<file path="config.mk">
export PLATFORM = sky130hd
export DESIGN_NAME = updown_counter_param
export DESIGN_NICKNAME = d
export VERILOG_FILES = /design/src/rtl/updown_counter_param.sv
export SDC_FILE = /design/constraint.sdc
export NUM_CORES = 1
export LEC_CHECK = 0
export ABC_AREA = 1
export CAP_MARGIN = 20
export CORE_MARGIN = 2
export CORE_UTILIZATION = 45
export DETAILED_ROUTE_END_ITERATION = 8
export GPL_TIMING_DRIVEN = 0
export PLACE_DENSITY_LB_ADDON = 0.05
export SLEW_MARGIN = 20
export SYNTH_ARGS = -nofsm -noshare
export SYNTH_HDL_FRONTEND = slang
export SYNTH_SLANG_ARGS = --single-unit
</file>
<file path="constraint.sdc">
create_clock -name clk -period 1.77 [get_ports clk]
set_clock_uncertainty 0.15 [all_clocks]
set_input_delay 0.2655 -clock clk [delete_from_list [all_inputs] [get_ports clk]]
set_output_delay 0.2655 -clock clk [all_outputs]
set_load 0.005 [all_outputs]
</file>
<file path="src/rtl/updown_counter_param.sv">
// Parametrised up/down counter with prescaled enable, synchronous load, terminal-count pulse
// and sticky overflow/underflow flags. Define UPDOWN_SAT_EN for saturating instead of wrapping bounds.
module updown_counter_param #(
  parameter int unsigned WIDTH     = 8,
  parameter int unsigned MAX_COUNT = 255,
  parameter int unsigned PRESCALE  = 1,
  parameter int unsigned RST_VALUE = 0
) (
  input  logic             clk,
  input  logic             rst,
  input  logic             en,
  input  logic             up,
  input  logic             load,
  input  logic [WIDTH-1:0] load_val,
  input  logic             clr_flags,
  output logic [WIDTH-1:0] count,
  output logic             tc,
  output logic             ovf,
  output logic             unf
);

  localparam int unsigned    PRE_W    = (PRESCALE > 1) ? $clog2(PRESCALE) : 1;
  localparam logic [WIDTH-1:0] MAX_V  = WIDTH'(MAX_COUNT);
  localparam logic [WIDTH-1:0] RST_V  = WIDTH'(RST_VALUE);
  localparam logic [PRE_W-1:0] PRE_LAST = PRE_W'(PRESCALE - 1);

  // Reject parameter sets the counter cannot represent
  if (WIDTH < 2 || WIDTH > 32) begin : g_bad_width
    $error("updown_counter_param: WIDTH must be in 2..32");
  end
  if (64'(MAX_COUNT) > ((64'd1 << WIDTH) - 64'd1)) begin : g_bad_max
    $error("updown_counter_param: MAX_COUNT does not fit in WIDTH bits");
  end
  if (RST_VALUE > MAX_COUNT) begin : g_bad_rst
    $error("updown_counter_param: RST_VALUE exceeds MAX_COUNT");
  end
  if (PRESCALE < 1) begin : g_bad_pre
    $error("updown_counter_param: PRESCALE must be at least 1");
  end

  logic [WIDTH-1:0] r_count;
  logic [PRE_W-1:0] r_pre_cnt;
  logic             r_tc;
  logic             r_ovf;
  logic             r_unf;

  logic [WIDTH-1:0] w_count_nxt;
  logic [PRE_W-1:0] w_pre_nxt;
  logic             w_tc_nxt;
  logic             w_hit_max;
  logic             w_hit_min;
  logic             w_ovf_nxt;
  logic             w_unf_nxt;

  // Next-state: load beats a step; a step fires on the last enabled prescaler cycle
  always_comb begin
    w_count_nxt = r_count;
    w_pre_nxt   = r_pre_cnt;
    w_tc_nxt    = 1'b0;
    w_hit_max   = 1'b0;
    w_hit_min   = 1'b0;
    if (load) begin
      w_count_nxt = (load_val > MAX_V) ? MAX_V : load_val;
      w_pre_nxt   = '0;
    end else if (en) begin
      if (r_pre_cnt == PRE_LAST) begin
        w_pre_nxt = '0;
        if (up) begin
          if (r_count == MAX_V) begin
            w_tc_nxt  = 1'b1;
            w_hit_max = 1'b1;
`ifdef UPDOWN_SAT_EN
            w_count_nxt = MAX_V;
`else
            w_count_nxt = '0;
`endif
          end else begin
            w_count_nxt = r_count + WIDTH'(1);
          end
        end else begin
          if (r_count == '0) begin
            w_tc_nxt  = 1'b1;
            w_hit_min = 1'b1;
`ifdef UPDOWN_SAT_EN
            w_count_nxt = '0;
`else
            w_count_nxt = MAX_V;
`endif
          end else begin
            w_count_nxt = r_count - WIDTH'(1);
          end
        end
      end else begin
        w_pre_nxt = r_pre_cnt + PRE_W'(1);
      end
    end
    // A bound hit on the same edge as a clear leaves the flag set
    w_ovf_nxt = w_hit_max | (r_ovf & ~clr_flags);
    w_unf_nxt = w_hit_min | (r_unf & ~clr_flags);
  end

  always_ff @(posedge clk) begin
    if (rst) begin
      r_count   <= RST_V;
      r_pre_cnt <= '0;
      r_tc      <= 1'b0;
      r_ovf     <= 1'b0;
      r_unf     <= 1'b0;
    end else begin
      r_count   <= w_count_nxt;
      r_pre_cnt <= w_pre_nxt;
      r_tc      <= w_tc_nxt;
      r_ovf     <= w_ovf_nxt;
      r_unf     <= w_unf_nxt;
    end
  end

  assign count = r_count;
  assign tc    = r_tc;
  assign ovf   = r_ovf;
  assign unf   = r_unf;

endmodule

</file>
==> results of run 1 <==
-- stage by stage --
step	total power, mW	cells	setup TNS (ps)	hold slack (ps)
floorplan	0.454	139	0	277
global placement	0.543	188	-1080	303
detailed placement	0.548	188	-1160	307
CTS	0.736	192	0	183
global route	0.791	192	0	181
finish	0.743	192	0	166
-- cell families (layout without fill, tap and decap cells) --
family / after synthesis / in the layout
AND/OR/NAND/NOR: 70 / 70
AO/OA/AOI/OAI: 30 / 30
buffers and inverters: 23 / 49
flip-flops: 11 / 11
adder cells (fa/ha/maj): 3 / 3
XOR/XNOR: 2 / 2
-- state kept, by name, indices dropped and copies added (netlist names) --
name	count
count	8
ovf	1
tc	1
unf	1
-- power by group through the flow --
stage	Sequential [mW]	Combinational (mW)	Clock [mW]
after global placement	0.297	0.246	0
after global routing	0.299	0.284	0.208
after CTS	0.292	0.252	0.192
final	0.295	0.255	0.193
after detailed placement	0.298	0.251	0
after floorplan	0.294	0.160	0
-- layer usage --
metal / up-vias / GRT usage, %
li1: 511 / -
met1: 427 / 27.7
met2: 29 / 30.8
met3: 8 / 3.07
met4: 0 / 8.57
met5: - / 0
-- final timing paths --
kind,startpoint,end,slack [ps],cells after the start
min reg2reg,ovf,ovf,320,2
max reg2reg,count[1],count[6],140,10
max,count[4],count[4],90,1
min,up,count[4],170,3
-- final cells by class --
class                           count  area, sq um
Tap cell                           27         33.8
Multi-Input combinational cell    105          588
Clock buffer                        4         26.3
Timing Repair Buffer               22          220
Inverter                           20         80.1
Sequential cell                    11          226
Buffer                              3         22.5
Fill cell                         190          724
-- placed cells by master, fill, tap and decap left out --
cell             count
nor2_1              12
nor3_1               1
nor2_2               6
clkinv_4             1
dfxtp_1              6
nand2_2              3
nor2_4               1
clkbuf_1             1
dfxtp_2              5
inv_2                3
inv_1               16
a21oi_1              7
o211ai_1             2
buf_4                1
clkdlybuf4s50_1     22
o21ai_0              8
buf_1                1
nand2_1             28
o21ai_2              1
nand3_1             14
or2_2                2
nand3_2              2
a22oi_1              2
xnor2_1              1
ha_1                 2
nand4_1              1
o221ai_1             3
buf_6                1
a31oi_1              1
ha_2                 1
xor2_1               1
a41oi_1              1
clkbuf_4             3
a21oi_2              5
==> metrics.md, run 1 <==
| Metric | Value |
|---|---|
| Status | `complete, no violations` |
| Leakage power | `0.502 nW` |
| Cell variety after synth | `29` |
| Starting Density | `47.0%` |
| Top sig layer | `met4` |
| WL met2 | `1.05 mm` |
| Post-Synth Simple-Gate Area | `36.1%` |
| Tightest Pin Transition | `360 ps` |
| Iter 0 DRT Violations | `18` |
| Area post-placement | `0.00116 sq mm` |
| Clk root buf | `clkbuf_4` |
| Cell taking the most area after synthesis | `dfxtp_1` |
| PortBufs | `22` |
| Met3 WL | `101 microns` |
| Gr ovfl total | `0` |
| Post-Syn Instances | `139` |
| Worst path cell trace | `clkdlybuf4s50_1` |
| Most common library cells after synthesis | `nand2_1 (28), inv_1 (17), nand3_1 (14), nor2_1 (14), dfxtp_1 (11)` |
| Layout cells sized above 1 | `21.2%` |
| Top FF cell, synth | `dfxtp_1` |
| Setup slack after layout | `92.5 ps` |
| Largest fanout on the critical path | `6` |
| Clock Power Share | `26.0%` |
| Sw frac | `36.2%` |
| Wirelength per Cell | `12.0 microns` |
| Post-synthesis net count | `156` |
| Synth Area in Compound Gates | `22.0%` |
| PwrDens | `620 mW/mm^2` |
| Clock sink total | `11` |
| Fin. Hold Viols | `0` |
| Vias in the first global route | `830` |
| Placement Setup Slack | `-291 ps` |
| Setup violators final | `0` |
| CP max-delay cell | `clkdlybuf4s50_1` |
| Postcts setup bufs | `0` |
| Clock tree buffer depth | `2` |
| Synth warn | `0` |
| CP required | `1350 ps` |
| Largest net degree at the start of global routing | `10` |
| WP buf/inv | `1` |
| Core area | `0.00192 sq mm` |
| Achievable Freq | `596 MHz` |
| Seq/Total Area, Yosys | `24.4%` |
| Max-cap violations | `0` |
| Maximum vdd ir drop | `0.000444 V` |
| CTS buffer count | `3` |
| Internal power | `0.474 mW` |
| Syn Std Cell Area | `903 sq um` |
| Area growth syn-to-layout | `32.5%` |
| CP arrival | `1260 ps` |
| Ys async rst share | `0%` |
| Area share of xor/xnor cells in the synthesized design | `1.94%` |
| Logic pwr share | `34.3%` |
| Ports | `25` |
| Crit-path max cell delay | `540 ps` |
| Sequential share of power | `39.7%` |
| Hold Path Class | `primary input to flop` |
| Rel. slew slack | `75.9%` |
| Routability cong. | `0.899` |
| Dpl hpwl | `1.78 mm` |
| Switching pwr | `0.269 mW` |
| Fin area | `0.00120 sq mm` |
| Post-DRT Antenna Nets | `0` |
| CTS tree | `yes` |
| RSZ-0062 raised after global routing | `false` |
| Die ar. | `0.00238 sq mm` |
| Hold_buf cts | `0` |
| Min cycle time layout | `1680 ps` |
| Post-CTS sizing | `0` |
| Vias | `975` |
| WS Path Type | `flop to output port` |
| Diode count | `0` |
| CP startpoint kind | `flop` |
| Seq cells post-synth | `11` |
| First-pass GRT wire length | `3.68 mm` |
| All-Layer GR Usage | `20.0%` |
| Proportion of synthesized area in mux cells | `0%` |
| Max Slew Vio Count | `0` |
| Largest family of logic cells by synthesized area | `simple AND/OR/NAND/NOR gates` |
| Chip Height | `48.8 microns` |
| Mean Syn Cell Area | `6.50 sq um` |
| Synth top area share | `24.4%` |
| H-Tree Depth | `1` |
| Worst-path clk slew | `90 ps` |
| Top delay family on crit path | `buffers and inverters` |
| Initial antenna violation count | `0` |
| EDFF count, synth | `0` |
| Nets@finish | `183` |
| Final Core Density | `62.3%` |
| Largest cells by area after synthesis | `dfxtp_1 (24%), nand2_1 (12%), nand3_1 (7.8%)` |
| Total iterations of the first detailed-routing run | `4` |
| M1 WL | `1.09 mm` |
| Most numerous cell in the Yosys netlist | `nand2_1` |
| Via density | `5.08` |
| Die W | `48.8 microns` |
| Worst Setup End Kind | `output port` |
| Final period util | `94.8%` |
| DRC viols | `0` |
| Worst-Skew Late Latency | `290 ps` |
| Adder-cell area share of the yosys netlist | `4.16%` |
| Std-Cell Rows | `16` |
| Routed WL | `2.30 mm` |
Power figures use the tool's default switching activity.
==> run 2, diff against run 1 <==
--- a/config.mk
+++ b/config.mk
@@ -6,12 +6,11 @@
 export NUM_CORES = 1
 export LEC_CHECK = 0
 export ABC_AREA = 1
-export CAP_MARGIN = 20
 export CORE_MARGIN = 2
 export CORE_UTILIZATION = 45
 export DETAILED_ROUTE_END_ITERATION = 8
 export GPL_TIMING_DRIVEN = 0
-export PLACE_DENSITY_LB_ADDON = 0.05
+export PLACE_DENSITY = 0.79
 export SLEW_MARGIN = 20
 export SYNTH_ARGS = -nofsm -noshare
 export SYNTH_HDL_FRONTEND = slang
==> constraint.sdc (replaced) <==
create_clock -name clk -period 2.1 [get_ports clk]
set_clock_uncertainty 0.15 [all_clocks]
set_input_delay 0.315 -clock clk [delete_from_list [all_inputs] [get_ports clk]]
set_output_delay 0.315 -clock clk [all_outputs]
set_load 0.005 [all_outputs]
==> metrics.md, run 2 (synthesized netlist as in run 1, its figures left out) <==
| Metric | Value |
|---|---|
| Max-cap violations | `0 (unchanged)` |
| Die W | `48.8 microns (unchanged)` |
| All-Layer GR Usage | `19.7% (-0.26 points)` |
| Flop2flop setup slack | `300 ps (+160 ps)` |
| CP required | `1630 ps (+280 ps)` |
| CP max-delay cell | `clkdlybuf4s50_1` |
| PortBufs | `22 (unchanged)` |
| Iter 0 DRT Violations | `35 (+17)` |
| Routed WL | `2.23 mm (-3.1%)` |
| R2R cell count | `10 (unchanged)` |
| WS Path Type | `flop to output port` |
| Worst-Skew Late Latency | `270 ps (-20 ps)` |
| Routability cong. | `0.890 (-1.1%)` |
| Ports | `25 (unchanged)` |
| Area growth syn-to-layout | `31.0%` |
| Nets@finish | `183 (unchanged)` |
| Total Neg Setup Slack | `0 ps (unchanged)` |
| Std-Cell Rows | `16 (unchanged)` |
| Multi-input gate area | `581 sq um (-1.3%)` |
| FF+latch area | `220 sq um (-2.8%)` |
| Die ar. | `0.00238 sq mm (unchanged)` |
| Max Slew Vio Count | `0 (unchanged)` |
| Tightest Pin Transition | `426 ps (+65.9 ps)` |
| WP buf/inv | `1 (unchanged)` |
| Worst-path clk slew | `80 ps (about the same)` |
| PwrDens | `516 mW/mm^2 (-17%)` |
| Worst path cell trace | `clkdlybuf4s50_1` |
| Vias | `1017 (+4.3%)` |
| Fin. Hold Viols | `0 (unchanged)` |
| Post-DRT Antenna Nets | `0 (unchanged)` |
| CP endpoint | `count[2]` |
| Final Core Density | `61.6% (-0.72 points)` |
| CTS tree | `yes` |
| Initial antenna violation count | `0 (unchanged)` |
| CTS buffer count | `3 (unchanged)` |
| Wirelength per Cell | `11.6 microns (-3.1%)` |
| H-Tree Depth | `1 (unchanged)` |
| RSZ-0062 raised after global routing | `false` |
| Leakage power | `0.501 nW (about the same)` |
| R2r endpoint | `count[6]` |
| Layout cells sized above 1 | `15.8% (-5.5 points)` |
| Clock sink total | `11 (unchanged)` |
| CP startpoint kind | `flop` |
| Post-CTS sizing | `0 (unchanged)` |
| Rel. slew slack | `71.5% (-4.4 points)` |
| Final period util | `85.8%` |
| Fin cells | `192 (unchanged)` |
| Setup violators final | `0 (unchanged)` |
| Postcts setup bufs | `0 (unchanged)` |
| Status | `complete, no violations` |
| Placed Instances | `188 (unchanged)` |
| CP arrival | `1340 ps (+80 ps)` |
| First-pass GRT wire length | `3.77 mm (+2.3%)` |
| Worst Setup End Kind | `output port` |
| Diode count | `0 (unchanged)` |
| Crit path depth | `1 (unchanged)` |
| Vias in the first global route | `897 (+8.1%)` |
| Crit-path max cell delay | `560 ps (+20 ps)` |
| Max reg flops | `8 (unchanged)` |
| Core area | `0.00192 sq mm (unchanged)` |
| Dpl hpwl | `1.76 mm (-0.88%)` |
| Most used cells in the layout excluding fill and tap cells | `nand2_1 (28), clkdlybuf4s50_1 (22), inv_1 (17)` |
| Critical Path Start | `count[2]` |
| Hold Path Class | `primary input to flop` |
| Min cycle time layout | `1800 ps` |
| Clk root buf | `clkbuf_4` |
| Top delay family on crit path | `buffers and inverters` |
| Hold_buf cts | `0 (unchanged)` |
| Reg-to-reg startpoint | `count[0]` |
| Total iterations of the first detailed-routing run | `4 (unchanged)` |
| DRC viols | `0 (unchanged)` |
| Maximum vdd ir drop | `0.000273 V (-38%)` |
| Largest fanout on the critical path | `8 (+2)` |
| Via density | `5.30 (+4.3%)` |
| Final-layout fill cell count | `180 (-5.3%)` |
| Gr ovfl total | `0 (unchanged)` |
| Starting Density | `47.0% (unchanged)` |
| Largest net degree at the start of global routing | `10 (unchanged)` |
| Commonest non-fill, non-tap cell in the layout | `nand2_1` |
| Clock tree buffer depth | `2 (unchanged)` |
| Achievable Freq | `555 MHz` |
| Chip Height | `48.8 microns (unchanged)` |
==> run 2: cell counts in the layout (fill, tap and decap cells not counted) <==
No cell type changed its count.
==> run 2: through the flow <==
| stage | worst slack, ps | hold WS [ps] | power [mW] | area (sq um) |
|---|---|---|---|---|
| 4_1_cts | 302 | 244 | 0.609 | 1180 |
| 3_5_place_dp | 17.0 | 315 | 0.461 | 1160 |
| 3_3_place_gp | 13.6 | 304 | 0.456 | 1160 |
| 6_report | 298 | 238 | 0.610 | 1180 |
| 5_1_grt | 141 | 242 | 0.653 | 1180 |
| 2_1_floorplan | 568 | 310 | 0.383 | 903 |
==> run 2: final cells by class <==
cell class / count / area share (%)
Clock buffer: 4 / 2.22
Multi-Input combinational cell: 105 / 49.0
Inverter: 20 / 6.77
Tap cell: 27 / 2.85
Timing Repair Buffer: 22 / 18.6
Buffer: 3 / 1.90
Sequential cell: 11 / 18.6
==> run 2: routing by layer <==
layer	share of wire [%]	routed length (microns)	GRT usage, %
met5	0	0	0
met4	1.9	43	5.71
met2	47	1050	32.6
met3	6.5	145	3.68
met1	45	991	26.1
==> run 2: worst min path at each step <==
stage               depth (start not counted)  endpoint  from
finish                                      3  count[4]    up
detailed placement                          2       ovf   ovf
CTS                                         3  count[4]    up
global placement                            2       ovf   ovf
floorplan                                   2       ovf   ovf
global route                                3  count[4]    up
==> run 2: where the power goes <==
group          switching (mW)  total (mW)  leakage, nW  internal (mW)
combinational           0.114       0.213        0.396         0.0992
sequential             0.0240       0.247       0.0906          0.223
clock                  0.0768       0.150       0.0150         0.0736
total                   0.215       0.610        0.501          0.395
==> run 3, diff against run 2 <==
--- a/config.mk
+++ b/config.mk
@@ -10,7 +10,7 @@
 export CORE_UTILIZATION = 45
 export DETAILED_ROUTE_END_ITERATION = 8
 export GPL_TIMING_DRIVEN = 0
-export PLACE_DENSITY = 0.79
+export PLACE_DENSITY = 0.72
 export SLEW_MARGIN = 20
 export SYNTH_ARGS = -nofsm -noshare
 export SYNTH_HDL_FRONTEND = slang
==> metrics.md, run 3 (synthesized netlist as in run 1, its figures left out) <==
| Metric | Value |
|---|---|
| Status | `complete, no violations` |
| Postcts setup bufs | `0 (unchanged)` |
| R2R cell count | `10 (unchanged)` |
| Diode count | `0 (unchanged)` |
| RSZ-0062 raised after global routing | `false` |
| Clock tree buffer depth | `2 (unchanged)` |
| Design Power | `0.617 mW (+1.1%)` |
| Commonest non-fill, non-tap cell in the layout | `nand2_1` |
| Ports | `25 (unchanged)` |
| Via density | `5.33 (+0.69%)` |
| R2r endpoint | `count[6]` |
| Clk root buf | `clkbuf_4` |
| Flop2flop setup slack | `320 ps (+20 ps)` |
| Iter 0 DRT Violations | `31 (-11%)` |
| Largest net degree at the start of global routing | `10 (unchanged)` |
| CTS buffer count | `3 (unchanged)` |
| Final-layout fill cell count | `198 (+10%)` |
| Placement Setup Slack | `-31.6 ps (-48.6 ps)` |
| Fin. Hold Viols | `0 (unchanged)` |
| Post-DRT Antenna Nets | `0 (unchanged)` |
| Maximum vdd ir drop | `0.000350 V (+28%)` |
| Leakage power | `0.501 nW (unchanged)` |
| CP required | `2100 ps (+470 ps)` |
| All-Layer GR Usage | `21.1% (+1.4 points)` |
| Max Slew Vio Count | `0 (unchanged)` |
| Worst-Skew Late Latency | `280 ps (about the same)` |
| Hold_buf cts | `0 (unchanged)` |
| Cell depth of the worst hold path | `3 (unchanged)` |
| Hold Startpoint | `up` |
| Total Neg Setup Slack | `0 ps (unchanged)` |
| Routability cong. | `0.869 (-2.3%)` |
| Die ar. | `0.00238 sq mm (unchanged)` |
| CTS tree | `yes` |
| Setup violators final | `0 (unchanged)` |
| PortBufs | `22 (unchanged)` |
| Wirelength per Cell | `12.3 microns (+6.4%)` |
| Area growth syn-to-layout | `31.0% (unchanged)` |
| CP startpoint kind | `primary input` |
| First-pass GRT wire length | `4.02 mm (+6.6%)` |
| Most used cells in the layout excluding fill and tap cells | `nand2_1 (28), clkdlybuf4s50_1 (22), inv_1 (17)` |
| Achievable Freq | `536 MHz (-3.4%)` |
| Worst-path clk slew | `80 ps (about the same)` |
| Chip Height | `48.8 microns (unchanged)` |
| Starting Density | `47.0% (unchanged)` |
| Tightest Pin Transition | `479 ps (+53.0 ps)` |
| Dpl hpwl | `1.86 mm (+5.3%)` |
| CP arrival | `1860 ps (+520 ps)` |
| Max reg flops | `8 (unchanged)` |
| Min cycle time layout | `1870 ps (+63.8 ps)` |
| Vias | `1024 (+0.69%)` |
| Total iterations of the first detailed-routing run | `4 (unchanged)` |
| Core area | `0.00192 sq mm (unchanged)` |
| Nets@finish | `183 (unchanged)` |
| Post-CTS sizing | `0 (unchanged)` |
| Routed WL | `2.37 mm (+6.4%)` |
| Hold path endpoint | `count[4]` |
| Final period util | `88.8% (+3.0 points)` |
| Layout cells sized above 1 | `15.8% (unchanged)` |
| Largest fanout on the critical path | `7 (-1)` |
| H-Tree Depth | `1 (unchanged)` |
| Max-cap violations | `0 (unchanged)` |
| Vias in the first global route | `916 (+2.1%)` |
| Initial antenna violation count | `0 (unchanged)` |
| WS Path Type | `primary input to flop` |
| Die W | `48.8 microns (unchanged)` |
| Setup slack after layout | `235 ps (-63.8 ps)` |
| Worst Setup End Kind | `flop` |
| Rel. slew slack | `67.9% (-3.5 points)` |
| DRC viols | `0 (unchanged)` |
| Reg-to-reg startpoint | `count[0]` |
| Gr ovfl total | `0 (unchanged)` |
| PwrDens | `521 mW/mm^2 (+1.1%)` |
| Std-Cell Rows | `16 (unchanged)` |
| Hold Path Class | `primary input to flop` |
| Clock sink total | `11 (unchanged)` |
## run 3: cell counts in the layout (fill, tap and decap cells not counted)
No cell type changed its count.
## run 3: metrics by stage
stage,instance area [sq um],hold slack (ps),utilization [%],cells
finish,1180,231,61.6,192
global route,1180,231,61.6,192
CTS,1180,236,61.6,192
detailed placement,1160,313,60.2,188
global placement,1160,303,60.2,188
floorplan,903,310,-,139
## run 3: critical path: stages
cell             delay, ps
clkdlybuf4s50_1        550
nor2_1                 460
inv_1                  260
o221ai_1               210
a41oi_1                 70
## run 3: cell type report
cell class              count  area (sq um)  area share [%]
clock buffers               4          26.3            2.22
flip-flops and latches     11           220            18.6
plain buffers               3          22.5            1.90
well taps                  27          33.8            2.85
repair buffers             22           220            18.6
multi-input cells         105           581            49.0
inverters                  20          80.1            6.77
## run 3: worst max path at each step
stage          cells past startpoint       end  startpoint
2_1_floorplan                     10  count[6]    count[0]
3_5_place_dp                       5  count[2]        load
6_report                           5  count[2]        load
4_1_cts                            5  count[2]        load
5_1_grt                           10  count[6]    count[0]
3_3_place_gp                       5  count[2]        load
## run 3: metal layers
| layer | GRT usage [%] | up-vias | part of all wire [%] |
|---|---|---|---|
| met2 | 34.5 | 29 | 48 |
| li1 | - | 514 | - |
| met1 | 28.4 | 478 | 46 |
| met4 | 6.67 | 0 | 0.89 |
| met5 | 0 | - | 0 |
| met3 | 3.68 | 3 | 4.6 |
## run 3: power breakdown
part	switching [mW]	internal (mW)
clock network	0.0829	0.0738
registers	0.0237	0.223
logic	0.115	0.0994
total	0.221	0.396
